## config.mk

```make
export PLATFORM = sky130hd
export DESIGN_NAME = rtc_write_sequencer
export DESIGN_NICKNAME = d
export VERILOG_FILES = /design/src/rtl/rtc_bus_pkg.sv /design/src/rtl/bus_phase_timer.sv /design/src/rtl/rtc_write_sequencer.sv
export SDC_FILE = /design/constraint.sdc
export NUM_CORES = 1
export LEC_CHECK = 0
export BUFFER_PORTS_ARGS = -buffer_cell sky130_fd_sc_hd__buf_2
export CAP_MARGIN = 20
export CORE_AREA = 4 4 68 70
export DETAILED_ROUTE_END_ITERATION = 6
export DIE_AREA = 0 0 72 74
export HOLD_SLACK_MARGIN = 0.02
export PLACE_DENSITY_LB_ADDON = 0.2
export SYNTH_ARGS = -nofsm -noshare
export SYNTH_HDL_FRONTEND = slang
export SYNTH_HIERARCHICAL = 1
export SYNTH_SLANG_ARGS = --single-unit
```

## constraint.sdc

```tcl
create_clock -name clk -period 4 [get_ports clk]
set_clock_uncertainty 0.1 [all_clocks]
set_input_delay 0.4 -clock clk [delete_from_list [all_inputs] [get_ports clk]]
set_output_delay 0.4 -clock clk [all_outputs]
set_load 0.005 [all_outputs]
```

## src/rtl/rtc_bus_pkg.sv

```systemverilog
// Shared types and encodings for the RTC write sequencer and its bus phase timer.
package rtc_bus_pkg;

    // Operation-level sequencer state. Together with the timer phase below it
    // realises IDLE, SETUP_A..GAP_A (SQ_ADDR) and SETUP_D..GAP_D (SQ_DATA).
    typedef enum logic [1:0] {
        SQ_IDLE = 2'd0,
        SQ_ADDR = 2'd1,
        SQ_DATA = 2'd2
    } seq_e;

    typedef enum logic [2:0] {
        PH_IDLE  = 3'd0,
        PH_SETUP = 3'd1,
        PH_WR    = 3'd2,
        PH_HOLD  = 3'd3,
        PH_GAP   = 3'd4
    } phase_e;

    typedef enum logic [1:0] {
        OP_NONE = 2'b00,
        OP_INIT = 2'b01,
        OP_FMT  = 2'b10,
        OP_PROG = 2'b11
    } op_e;

    localparam logic [1:0] DIR_L = 2'b00;
    localparam logic [1:0] DIR_W = 2'b01;
    localparam logic [1:0] DIR_I = 2'b10;

    localparam logic [1:0] DAT_WI = 2'b00;
    localparam logic [1:0] DAT_WF = 2'b01;
    localparam logic [1:0] DAT_I  = 2'b10;
    localparam logic [1:0] DAT_WR = 2'b11;

    typedef struct packed {
        logic [1:0] dir;
        logic [1:0] dat;
        logic [3:0] prog;
        logic [3:0] addr_i;
        logic [3:0] addr_l;
    } sel_t;

endpackage

```

## src/rtl/bus_phase_timer.sv

```systemverilog
// One bus phase: SETUP (1) -> WR (T_PULSE) -> HOLD (1) -> GAP (T_GAP), with strobes.
// A start in the last GAP cycle chains straight into the next phase's SETUP.
module bus_phase_timer
    import rtc_bus_pkg::*;
#(
    parameter int T_PULSE = 4,
    parameter int T_GAP   = 2
) (
    input  logic clk,
    input  logic reset,
    input  logic start,
    input  logic phase_a_d,
    output logic cs_n,
    output logic wr_n,
    output logic bus_oe,
    output logic a_d,
    output logic phase_done
);

    localparam int T_MAX = (T_PULSE > T_GAP) ? T_PULSE : T_GAP;
    localparam int CW    = $clog2(T_MAX + 1);

    phase_e        ph_q, ph_d;
    logic [CW-1:0] cnt_q, cnt_d;
    logic          a_d_q, a_d_d;

    assign phase_done = (ph_q == PH_GAP) && (cnt_q == '0);

    always_comb begin
        ph_d  = ph_q;
        cnt_d = cnt_q;
        a_d_d = a_d_q;
        case (ph_q)
            PH_IDLE: begin
                if (start) begin
                    ph_d  = PH_SETUP;
                    cnt_d = '0;
                    a_d_d = phase_a_d;
                end
            end
            PH_SETUP: begin
                ph_d  = PH_WR;
                cnt_d = CW'(T_PULSE - 1);
            end
            PH_WR: begin
                if (cnt_q == '0) begin
                    ph_d  = PH_HOLD;
                    cnt_d = '0;
                end else begin
                    cnt_d = cnt_q - 1'b1;
                end
            end
            PH_HOLD: begin
                ph_d  = PH_GAP;
                cnt_d = CW'(T_GAP - 1);
            end
            PH_GAP: begin
                if (cnt_q != '0) begin
                    cnt_d = cnt_q - 1'b1;
                end else if (start) begin
                    ph_d  = PH_SETUP;
                    cnt_d = '0;
                    a_d_d = phase_a_d;
                end else begin
                    ph_d  = PH_IDLE;
                    cnt_d = '0;
                end
            end
            default: begin
                ph_d  = PH_IDLE;
                cnt_d = '0;
            end
        endcase
    end

    always_ff @(posedge clk or negedge reset) begin
        if (!reset) begin
            ph_q  <= PH_IDLE;
            cnt_q <= '0;
            a_d_q <= 1'b0;
        end else begin
            ph_q  <= ph_d;
            cnt_q <= cnt_d;
            a_d_q <= a_d_d;
        end
    end

    // Strobes decode straight from the registered phase so reset releases the bus at once.
    assign cs_n   = !((ph_q == PH_SETUP) || (ph_q == PH_WR) || (ph_q == PH_HOLD));
    assign bus_oe = (ph_q == PH_SETUP) || (ph_q == PH_WR) || (ph_q == PH_HOLD);
    assign wr_n   = (ph_q != PH_WR);
    assign a_d    = a_d_q;

endmodule

```

## src/rtl/rtc_write_sequencer.sv

```systemverilog
// Arbitrates init / format / programming requests and sequences each register write
// as an address phase followed by a data phase on the multiplexed RTC bus.
module rtc_write_sequencer
    import rtc_bus_pkg::*;
#(
    parameter int         T_PULSE    = 4,
    parameter int         T_GAP      = 2,
    parameter int         INIT_N     = 4,
    parameter int         PROG_N     = 9,
    parameter logic [3:0] FMT_ADDR_H = 4'h2,
    parameter logic [3:0] FMT_ADDR_T = 4'h3
) (
    input  logic       clk,
    input  logic       reset,
    input  logic       req_init,
    input  logic       req_fmt,
    input  logic       req_prog,
    output logic [1:0] dir_sel,
    output logic [1:0] data_sel,
    output logic [3:0] sel_prog,
    output logic [3:0] Addr_I,
    output logic [3:0] Addr_W,
    output logic [3:0] Addr_L,
    output logic       cs_n,
    output logic       wr_n,
    output logic       rd_n,
    output logic       a_d,
    output logic       bus_oe,
    output logic       busy,
    output logic       done,
    output logic [1:0] done_op
);

    seq_e       seq_q, seq_d;
    op_e        op_q, op_d;
    op_e        done_op_q, done_op_d;
    logic [3:0] idx_q, idx_d;
    logic [2:0] pend_q, pend_d;
    logic       done_q, done_d;
    sel_t       sel_q, sel_d;

    logic [2:0] want;
    logic       last;
    logic       tm_start;
    logic       tm_a_d;
    logic       phase_done;

    // Only the fields owned by the operation are touched; the rest keep their value.
    function automatic sel_t sel_for(input op_e op, input logic [3:0] k, input sel_t cur);
        sel_t s;
        s = cur;
        case (op)
            OP_INIT: begin
                s.dir    = DIR_I;
                s.dat    = DAT_I;
                s.addr_i = k;
            end
            OP_FMT: begin
                s.dir    = DIR_L;
                s.dat    = (k == 4'd0) ? DAT_WI : DAT_WF;
                s.addr_l = (k == 4'd0) ? FMT_ADDR_H : FMT_ADDR_T;
            end
            OP_PROG: begin
                s.dir  = DIR_W;
                s.dat  = DAT_WR;
                s.prog = k;
            end
            default: s = cur;
        endcase
        return s;
    endfunction

    // Bit 0 init, bit 1 fmt, bit 2 prog; a live request is granted in the same cycle.
    assign want = pend_q | {req_prog, req_fmt, req_init};

    always_comb begin
        case (op_q)
            OP_INIT: last = (idx_q == 4'(INIT_N - 1));
            OP_FMT:  last = (idx_q == 4'd1);
            OP_PROG: last = (idx_q == 4'(PROG_N - 1));
            default: last = 1'b1;
        endcase
    end

    always_comb begin
        seq_d     = seq_q;
        op_d      = op_q;
        idx_d     = idx_q;
        sel_d     = sel_q;
        pend_d    = want;
        done_d    = 1'b0;
        done_op_d = OP_NONE;
        tm_start  = 1'b0;
        tm_a_d    = 1'b0;
        case (seq_q)
            SQ_IDLE: begin
                if (|want) begin
                    if (want[0]) begin
                        op_d      = OP_INIT;
                        pend_d[0] = 1'b0;
                    end else if (want[1]) begin
                        op_d      = OP_FMT;
                        pend_d[1] = 1'b0;
                    end else begin
                        op_d      = OP_PROG;
                        pend_d[2] = 1'b0;
                    end
                    idx_d    = 4'd0;
                    sel_d    = sel_for(op_d, 4'd0, sel_q);
                    seq_d    = SQ_ADDR;
                    tm_start = 1'b1;
                end
            end
            SQ_ADDR: begin
                if (phase_done) begin
                    seq_d    = SQ_DATA;
                    tm_start = 1'b1;
                    tm_a_d   = 1'b1;
                end
            end
            SQ_DATA: begin
                if (phase_done) begin
                    if (last) begin
                        seq_d     = SQ_IDLE;
                        done_d    = 1'b1;
                        done_op_d = op_q;
                    end else begin
                        idx_d    = idx_q + 4'd1;
                        sel_d    = sel_for(op_q, idx_d, sel_q);
                        seq_d    = SQ_ADDR;
                        tm_start = 1'b1;
                    end
                end
            end
            default: seq_d = SQ_IDLE;
        endcase
    end

    always_ff @(posedge clk or negedge reset) begin
        if (!reset) begin
            seq_q     <= SQ_IDLE;
            op_q      <= OP_NONE;
            idx_q     <= 4'd0;
            pend_q    <= 3'b000;
            done_q    <= 1'b0;
            done_op_q <= OP_NONE;
            sel_q     <= '0;
        end else begin
            seq_q     <= seq_d;
            op_q      <= op_d;
            idx_q     <= idx_d;
            pend_q    <= pend_d;
            done_q    <= done_d;
            done_op_q <= done_op_d;
            sel_q     <= sel_d;
        end
    end

    bus_phase_timer #(
        .T_PULSE(T_PULSE),
        .T_GAP  (T_GAP)
    ) u_timer (
        .clk       (clk),
        .reset     (reset),
        .start     (tm_start),
        .phase_a_d (tm_a_d),
        .cs_n      (cs_n),
        .wr_n      (wr_n),
        .bus_oe    (bus_oe),
        .a_d       (a_d),
        .phase_done(phase_done)
    );

    // In the done cycle busy stays up only when another operation starts next cycle.
    assign busy     = (seq_q != SQ_IDLE) || (done_q && (|want));
    assign done     = done_q;
    assign done_op  = done_op_q;
    assign dir_sel  = sel_q.dir;
    assign data_sel = sel_q.dat;
    assign sel_prog = sel_q.prog;
    assign Addr_W   = sel_q.prog;
    assign Addr_I   = sel_q.addr_i;
    assign Addr_L   = sel_q.addr_l;
    assign rd_n     = 1'b1;

endmodule

```

==> results of run 1 <==
[per-layer routing]
metal	GRT usage	part of all wire	vias up
met3	0.0527	0.066	6
met5	0	0	-
met2	0.244	0.45	44
met4	0.0605	0.016	0
met1	0.189	0.46	605
li1	-	-	640
[kinds of logic after synthesis]
family / Yosys count
DFF: 35
muxes: 11
adders and majority gates: 1
other: 2
xor gates and xnor gates: 4
AOI/OAI and AO/OA: 36
buffers and inverters: 21
and+or+nand+nor: 63
[per-stage QoR]
| step | instances | area [µm²] | hold WS (ps) |
|---|---|---|---|
| 5_1_grt | 247 | 2050 | 149 |
| 3_5_place_dp | 239 | 1950 | 349 |
| 3_3_place_gp | 239 | 1950 | 346 |
| 6_report | 247 | 2050 | 80.5 |
| 4_1_cts | 247 | 2050 | 97.1 |
| 2_1_floorplan | 174 | 1860 | 4.41 |
[path summary, 6_finish.rpt]
kind,endpoint,slack [ps],startpoint,depth (start not counted)
min,done,80,reset,1
max reg2reg,u_timer/a_d,1650,u_timer/cnt_q[0],7
max,u_timer/a_d,1650,u_timer/cnt_q[0],7
max in group asynchronous,Addr_I[1],3230,reset,1
min reg2reg,Addr_L[1],360,Addr_L[1],1
min in group clk,pend_q[1],320,req_fmt,3
[state kept, by name, summed over array words and instances (netlist names)]
signal / flops
data_sel: 2
u_timer/a_d: 1
op_q: 2
u_timer/ph_q: 3
dir_sel: 2
done_op: 2
Addr_I: 4
u_timer/cnt_q: 3
idx_q: 4
pend_q: 3
done: 1
Addr_L: 2
Addr_W: 4
seq_q: 2
[power by group]
part | total (µW) | internal (µW) | switching (µW)
Clock | 278 | 157 | 121
Sequential | 473 | 410 | 63.3
Combinational | 352 | 176 | 176
Total | 1100 | 743 | 360
[final cells by class]
| cell class | instances | area [µm²] | share of cell area |
|---|---|---|---|
| well taps | 50 | 62.6 | 0.0305 |
| clock buffers | 8 | 100 | 0.0488 |
| multi-input cells | 118 | 838 | 0.409 |
| flip-flops and latches | 35 | 876 | 0.427 |
| inverters | 6 | 22.5 | 0.0110 |
| repair buffers | 30 | 150 | 0.0733 |
[placed cells by master (no fill, tap or decap), types with 3 or more instances in the layout]
cell type / count
clkbuf_8: 7
nor2_1: 15
nor3b_1: 3
mux2_1: 3
o22ai_1: 3
xnor2_1: 3
mux2_4: 5
o31ai_1: 5
nand2_1: 15
o21ai_0: 8
buf_2: 30
nand2b_1: 3
nand3_1: 5
dfrtp_1: 35
and2_1: 3
nor2b_1: 4
conb_1: 3
a21oi_1: 5
inv_1: 6
==> qor.csv, run 1 <==
stage;metric;value;unit
yosys;synth_common_cells;dfrtp_1 (35), nand2_1 (15), nor2_1 (15), buf_4 (9), o21ai_0 (8);
floorplan;dieArea;0.00533;mm²
yosys;synth-edff-count;0;
power;peakVddDrop;282;µV
layout;fin_nets;202;
clock_tree;post-cts-setup-buffer-count;0;
global_routing;first_global_vias;1302;
layout;diodes;0;
yosys;syn_area;0.00185;mm²
clock_tree;tritoncts;yes;
timing;rsz0062_at_grt;false;
timing;layout_min_cycle_time;2350;ps
routing;drc;0;
floorplan;fp.dieH;74;µm
yosys;synth_top_cell_by_area;dfrtp_1;
critical_path;critical_path.max_fanout;13;
global_routing;grt_max_degree;36;
global_routing;grt_pass1_wl;6210;µm
layout;utilization;0.516;
yosys;synth-seq-area-share;0.473;
global_routing;track_usage;0.152;
placed_design;gp_congestion;0.826;
yosys;synth_most_common_cell;dfrtp_1;
yosys;synthTopCellsByArea;dfrtp_1 (47%), mux2_4 (4.1%), buf_4 (3.6%);
run_status;outcome;complete, no violations;
yosys;synthSimpleGateAreaFrac;0.193;
floorplan;rows;23;
yosys;yosys.area_share.xor_xnor;0.0189;
timing;slew_headroom;0.492;
timing;setup_ws;1650;ps
critical_path;crit_buf_inv;0;
critical_path;cpMostUsedCell;nand2_1;
placed_design;portBuffers;30;
timing;finalCritPeriodShare;0.586;
yosys;ys_async_sr_fraction;1.00;
critical_path;endpoint_kind;flip-flop;
placed_design;place_hpwl;2500;µm
yosys;ys_ff_latch;35;
yosys;synth-adder-area-share;0.00676;
clock_tree;clk_pin_slew;70;ps
layout;area_growth;10.7;%
routing;drtIter0Drc;93;
yosys;synthDistinctLibCells;53;
yosys;synth.area.mux_share;0.0764;
layout;fillers;369;
routing;vias;1295;
critical_path;crit_type;reg2reg;
global_routing;antenna_found_initial;0;
floorplan;die_w;72;µm
critical_path;crit_family;simple AND/OR/NAND/NOR gates;
clock_tree;clock_sinks;35;
run;cap_violations;0;
layout;drive_above_1_share;0.294;
min_path;hp-class;in2async;
routing;wl_per_cell;14.2;µm
power;power_density;538;mW/mm²
yosys;synth_compound_area_frac;0.152;
timing;finalSetupViolations;0;
floorplan;ios;34;
timing;finalHoldViolations;0;
global_routing;overflow;0;
clock_tree;clk_path_buf_depth;2;
yosys;post-synth-top-area-fraction;0.473;
critical_path;startpoint_type;flip-flop;
timing;setup_tns;0;ps
floorplan;start_util;0.466;
critical_path;critPathArrivalTime;2420;ps
clock_tree;postCtsHoldBufs;0;
floorplan;core;0.00397;mm²
timing;fmax;0.426;GHz
routing;vias_per_cell;5.24;
timing;drv_slew;0;
yosys;netlist_instances;173;
critical_path;crit_slowest_cell;dfrtp_1;
routing;ant_nets;0;
placed_design;dp_slack;1580;ps
critical_path;crit_chain;nor3_2 > and3_2 > nand2_1 > o31a_4 > nand2_1 > o211ai_2 > mux2_4;
routing;drtPass1Iterations;4;
clock_tree;cts-htree-levels;2;
power;p_leak;0.000965;µW
critical_path;required;4080;ps
yosys;synthFlopType;dfrtp_1;
clock_tree;ctsResizeCount;0;
yosys;synth_top_family_by_area;simple AND/OR/NAND/NOR gates;
routing;drt-total-wl;3520;µm
clock_tree;clockRootBuffer;clkbuf_8;
critical_path;max_stage_delay;450;ps
power;totalPowerFinal;1100;µW
clock_tree;numCtsBuffers;5;
timing;worst_slew_pin_slew;761;ps
yosys;avgSynthCellArea;10.7;µm²
yosys;ys_warn_count;6;
clock_tree;insertion_delay;290;ps
Power figures use the tool's default switching activity.
==> inputs of run 2 (changes only) <==
ABC_AREA = 1   (was not set)
clock period = 2.05 ns   (was 4 ns; I/O delays follow)
==> qor.csv, run 2 <==
stage;metric;value;unit;change
floorplan;rows;23;;unchanged
timing;layout_min_cycle_time;1850;ps;-492 ps
global_routing;grt_max_degree;36;;unchanged
yosys;netlist_instances;222;;+28%
floorplan;fp.dieH;74;µm;unchanged
power;p_leak;0.00120;µW;+24%
clock_tree;clk_pin_slew;70;ps;about the same
layout;multi_input_area;801;µm²;-4.5%
placed_design;place_hpwl;2690;µm;+7.5%
yosys;synth_top_cell_by_area;dfrtp_1;;
critical_path;critPathArrivalTime;1920;ps;-500 ps
timing;fmax;0.539;GHz;+27%
routing;drt-total-wl;3690;µm;+4.9%
yosys;post-synth-top-area-fraction;0.473;;about the same
layout;drive_above_1_share;0.294;;-0.000765
routing;wl_per_cell;12.2;µm;-14%
yosys;synth_most_common_cell;nand2_1;;
placed_design;dp_slack;101;ps;-1480 ps
run_status;outcome;complete, no violations;;
timing;finalHoldViolations;0;;unchanged
yosys;avgSynthCellArea;8.35;µm²;-22%
clock_tree;clockRootBuffer;clkbuf_8;;
floorplan;die_w;72;µm;unchanged
critical_path;rrSetupSlack;200;ps;-1460 ps
yosys;ys_async_sr_fraction;1.00;;unchanged
timing;rsz0062_at_grt;false;;
critical_path;crit_type;reg2reg;;
critical_path;startpoint_type;flip-flop;;
yosys;synth_common_cells;nand2_1 (68), dfrtp_1 (35), inv_1 (19), nor2_1 (13), nand3_1 (12);;
floorplan;start_util;0.467;;about the same
yosys;synth-seq-area-share;0.473;;about the same
layout;area_growth;13.4;%;
min_path;hp-class;in2reg;;
timing;setup_ws;196;ps;-1460 ps
yosys;ys_warn_count;6;;unchanged
placed_design;gp_congestion;0.824;;-0.27%
layout;final_common_cell;nand2_1;;
clock_tree;cts-htree-levels;2;;unchanged
clock_tree;numCtsBuffers;5;;unchanged
layout;fin_nets;257;;+27%
critical_path;crit_chain;nor2_1 > nand2_1 > nor2_2 > inv_2 > nor3_2 > inv_1 > nand3_1 > inv_1 > nand3_1 > inv_1 > nand2_1 > nand3_1;;
floorplan;dieArea;0.00533;mm²;unchanged
power;peakVddDrop;306;µV;+8.6%
clock_tree;insertion_delay;280;ps;about the same
floorplan;core;0.00397;mm²;unchanged
timing;slew_headroom;0.485;;-0.00716
run;cap_violations;0;;unchanged
critical_path;required;2120;ps;-1960 ps
timing;drv_slew;0;;unchanged
yosys;syn_area;0.00185;mm²;about the same
clock_tree;tritoncts;yes;;
timing;worst_slew_pin_slew;772;ps;+10.7 ps
placed_design;portBuffers;30;;unchanged
yosys;synth-edff-count;0;;unchanged
clock_tree;post-cts-setup-buffer-count;0;;unchanged
critical_path;critical_path.max_fanout;6;;-7
global_routing;first_global_vias;1431;;+9.9%
routing;drtPass1Iterations;4;;unchanged
layout;utilization;0.529;;+0.0129
layout;diodes;0;;unchanged
timing;finalSetupViolations;0;;unchanged
yosys;ys_ff_latch;35;;unchanged
global_routing;track_usage;0.157;;+0.00479
critical_path;crit_slowest_cell;dfrtp_1;;
yosys;synthTopCellsByArea;dfrtp_1 (47%), nand2_1 (14%), inv_1 (3.8%);;
timing;finalCritPeriodShare;0.904;;+0.318
routing;drtIter0Drc;61;;-34%
routing;ant_nets;0;;unchanged
routing;drc;0;;unchanged
timing;setup_tns;0;ps;unchanged
global_routing;overflow;0;;unchanged
clock_tree;clk_path_buf_depth;2;;unchanged
layout;fillers;400;;+8.4%
routing;vias;1460;;+13%
layout;mostFrequentLayoutCells;nand2_1 (68), dfrtp_1 (35), buf_2 (30);;
yosys;synthDistinctLibCells;28;;-47%
critical_path;max_stage_delay;420;ps;-30 ps
global_routing;grt_pass1_wl;6490;µm;+4.4%
routing;vias_per_cell;4.83;;-7.8%
layout;seq_area;876;µm²;unchanged
yosys;synthFlopType;dfrtp_1;;
floorplan;ios;34;;unchanged
power;power_density;597;mW/mm²;+11%
critical_path;endpoint_kind;flip-flop;;
global_routing;antenna_found_initial;0;;unchanged
clock_tree;clock_sinks;35;;unchanged
==> run 2: changes by cell type after synthesis, moves of 4 or more <==
cell     before  now
nor2b_1       4    0
o21ai_2       0    4
inv_1         6   19
nand2_2       0    7
nand3_1       5   12
nand4_1       0   10
nand2_1      15   68
inv_2         0    5
nand3_2       0    4
mux2_4        5    0
==> run 2: path summary, 6_finish.rpt <==
check	to	cells after the start	start
max in group asynchronous	Addr_L[1]	2	reset
min reg2reg	Addr_L[1]	2	Addr_L[1]
min	pend_q[0]	3	req_init
max reg2reg	u_timer/cnt_q[1]	12	u_timer/ph_q[1]
max	u_timer/cnt_q[1]	12	u_timer/ph_q[1]
min in group asynchronous	dir_sel[0]	2	reset
==> run 2: power by group <==
part	internal, µW	switching [µW]	total (µW)
logic	3.96	15.9	19.8
registers	690	0.0000000000000638	690
clock network	306	237	543
total	1000	253	1250
==> run 2: metrics by stage <==
step                      area, µm²  cells  hold slack, ps  power [µW]
after CTS                      2090    302             109        1270
after global placement         1980    293             225         723
final                          2100    302             112        1250
after floorplan                1860    223            -191         709
after detailed placement       1980    293             231         723
after global routing           2100    302             135        1310
==> run 2: logic make-up (layout without fill, tap and decap cells) <==
logic type                 after synthesis  in the layout  share of synthesized area
AOI/OAI and AO/OA                       20             20                     0.0722
xor gates and xnor gates                 1              1                    0.00473
adders and majority gates                1              1                    0.00675
buffers and inverters                   36             65                      0.101
DFF                                     35             35                      0.473
other                                    2              3                    0.00405
and+or+nand+nor                        127            127                      0.338
==> run 2: critical path, delay by kind of cell (launching register included) <==
kind | cells | cell delay, ps
buffers and inverters | 4 | 310
flip-flops | 1 | 420
AND/OR/NAND/NOR | 8 | 900
==> run 2: timing repair <==
item	in CTS	in global routing
hold buffers	1	0
gates resized for setup	0	2
endpoints found under the hold margin	35	0
endpoints found under the setup margin	0	13
==> run 2: cell type report <==
cell class | instances | area share
inverter | 25 | 0.0447
tap | 50 | 0.0298
timing repair buffer | 32 | 0.0798
clock buffer | 8 | 0.0476
sequential | 35 | 0.417
multi-input combinational | 152 | 0.381
==> run 2: per-layer routing <==
metal  global-route usage  vias up  part of all wire
met4               0.0564        0             0.011
met3               0.0392        6             0.053
li1                     -      750                 -
met5                    0        -                 0
met1                0.204      669              0.45
met2                0.256       35              0.49
==> inputs of run 3 (changes only) <==
CORE_AREA = 4 4 86 56   (was 4 4 68 70)
DIE_AREA = 0 0 90 60   (was 0 0 72 74)
==> qor.csv, run 3 (same netlist as run 2, synthesis figures left out) <==
stage;metric;value;unit;change
clock_tree;cts-htree-levels;2;;unchanged
power;p_leak;0.00119;µW;-0.78%
placed_design;place_hpwl;2840;µm;+5.7%
critical_path;crit_type;reg2reg;;
timing;finalCritPeriodShare;0.909;;+0.00425
power;power_density;564;mW/mm²;-5.5%
floorplan;core;0.00399;mm²;+0.38%
layout;mostFrequentLayoutCells;nand2_1 (68), dfrtp_1 (35), buf_2 (30);;
timing;setup_tns;0;ps;unchanged
global_routing;track_usage;0.152;;-0.00463
clock_tree;tritoncts;yes;;
timing;finalSetupViolations;0;;unchanged
routing;drc;0;;unchanged
layout;drive_above_1_share;0.290;;-0.00397
critical_path;crit_slowest_cell;dfrtp_1;;
routing;drt-total-wl;3730;µm;+0.98%
critical_path;max_stage_delay;410;ps;about the same
floorplan;start_util;0.465;;-0.00176
routing;drtPass1Iterations;4;;unchanged
timing;worst_slew_pin_slew;767;ps;-4.94 ps
routing;vias;1426;;-2.3%
clock_tree;clk_path_buf_depth;2;;unchanged
critical_path;crit_family;simple AND/OR/NAND/NOR gates;;
critical_path;critical_path.max_fanout;6;;unchanged
power;peakVddDrop;200;µV;-35%
timing;drv_slew;0;;unchanged
run_status;outcome;complete, no violations;;
routing;wl_per_cell;12.3;µm;+0.98%
floorplan;dieArea;0.00540;mm²;+1.4%
min_path;hp-class;in2reg;;
floorplan;ios;34;;unchanged
critical_path;critPathArrivalTime;1920;ps;about the same
placed_design;gp_congestion;0.841;;+2.1%
clock_tree;clk_pin_slew;60;ps;about the same
global_routing;first_global_vias;1281;;-10%
global_routing;grt_pass1_wl;6330;µm;-2.3%
layout;fin_nets;257;;unchanged
global_routing;overflow;0;;unchanged
floorplan;fp.dieH;60;µm;-19%
critical_path;crit_buf_inv;4;;unchanged
timing;fmax;0.537;GHz;-0.47%
timing;finalHoldViolations;0;;unchanged
clock_tree;numCtsBuffers;5;;unchanged
critical_path;startpoint_type;flip-flop;;
clock_tree;clock_sinks;35;;unchanged
floorplan;rows;18;;-22%
run;cap_violations;0;;unchanged
routing;ant_nets;0;;unchanged
floorplan;die_w;90;µm;+25%
global_routing;antenna_found_initial;0;;unchanged
clock_tree;insertion_delay;280;ps;about the same
timing;layout_min_cycle_time;1860;ps;+8.72 ps
layout;diodes;0;;unchanged
critical_path;required;2110;ps;about the same
layout;final_common_cell;nand2_1;;
clock_tree;clockRootBuffer;clkbuf_8;;
timing;slew_headroom;0.489;;+0.00329
critical_path;crit_chain;nor2_1 > nand2_1 > nor2_2 > inv_2 > nor3_2 > inv_1 > nand3_1 > inv_1 > nand3_1 > inv_1 > nand2_1 > nand3_1;;
global_routing;grt_max_degree;36;;unchanged
routing;vias_per_cell;4.72;;-2.3%
layout;area_growth;12.4;%;
placed_design;portBuffers;30;;unchanged
critical_path;rrSetupSlack;190;ps;about the same
timing;hold_slack;116;ps;+4.09 ps
critical_path;endpoint_kind;flip-flop;;
routing;drtIter0Drc;51;;-16%
==> run 3: changes by cell type in the layout (fill, tap and decap cells not counted) <==
| cell | previous run | this run |
|---|---|---|
| clkbuf_8 | 7 | 5 |
| clkbuf_1 | 1 | 2 |
| clkinv_2 | 0 | 1 |
==> run 3: per-layer routing <==
metal / GRT usage / vias up / wire length, µm
li1: - / 761 / -
met1: 0.227 / 620 / 2180
met2: 0.195 / 43 / 1270
met3: 0.0553 / 2 / 251
met4: 0.0588 / 0 / 23
met5: 0 / - / 0
==> run 3: path summary, 6_finish.rpt <==
check,cells past startpoint,start,end
max,12,u_timer/ph_q[1],u_timer/cnt_q[1]
min,3,req_init,pend_q[0]
max reg2reg,12,u_timer/ph_q[1],u_timer/cnt_q[1]
min reg2reg,2,Addr_L[1],Addr_L[1]
max in group asynchronous,2,reset,seq_q[0]
min in group asynchronous,2,reset,dir_sel[1]
==> run 3: cell type report <==
cell class | instances | area [µm²]
repair buffers | 32 | 168
clock inverters | 1 | 5.00
clock buffers | 7 | 76.3
flip-flops and latches | 35 | 876
well taps | 50 | 62.6
multi-input cells | 152 | 801
fillers | 367 | 1900
inverters | 25 | 93.8
==> run 3: worst register-to-register path: cells and delay by family (launching register included) <==
family	cells	cell delay (ps)
simple gates	8	910
flops	1	410
buf+inv	4	310
==> run 3: stage by stage <==
stage | instance area [µm²] | instances | setup WS, ps | util | power, µW
after global placement | 1980 | 293 | 181 | 0.497 | 723
after floorplan | 1860 | 223 | 299 | - | 709
after CTS | 2070 | 302 | 87.1 | 0.520 | 1200
final | 2080 | 302 | 187 | 0.522 | 1170
after global routing | 2080 | 302 | -3.27 | 0.522 | 1230
after detailed placement | 1980 | 293 | 97.2 | 0.497 | 723
==> run 3: power by group <==
part	switching [µW]	internal, µW	total (µW)
clock	226	238	464
sequential	0.0000000000000630	691	691
combinational	16.0	3.98	20.0
==> run 3: timing repair <==
action / in CTS / in global routing
buffers inserted: 0 / 0
hold buffers: 1 / 0
resized for setup: 0 / 2
hold endpoints to repair: 35 / 0
endpoints found under the setup margin: 0 / 12
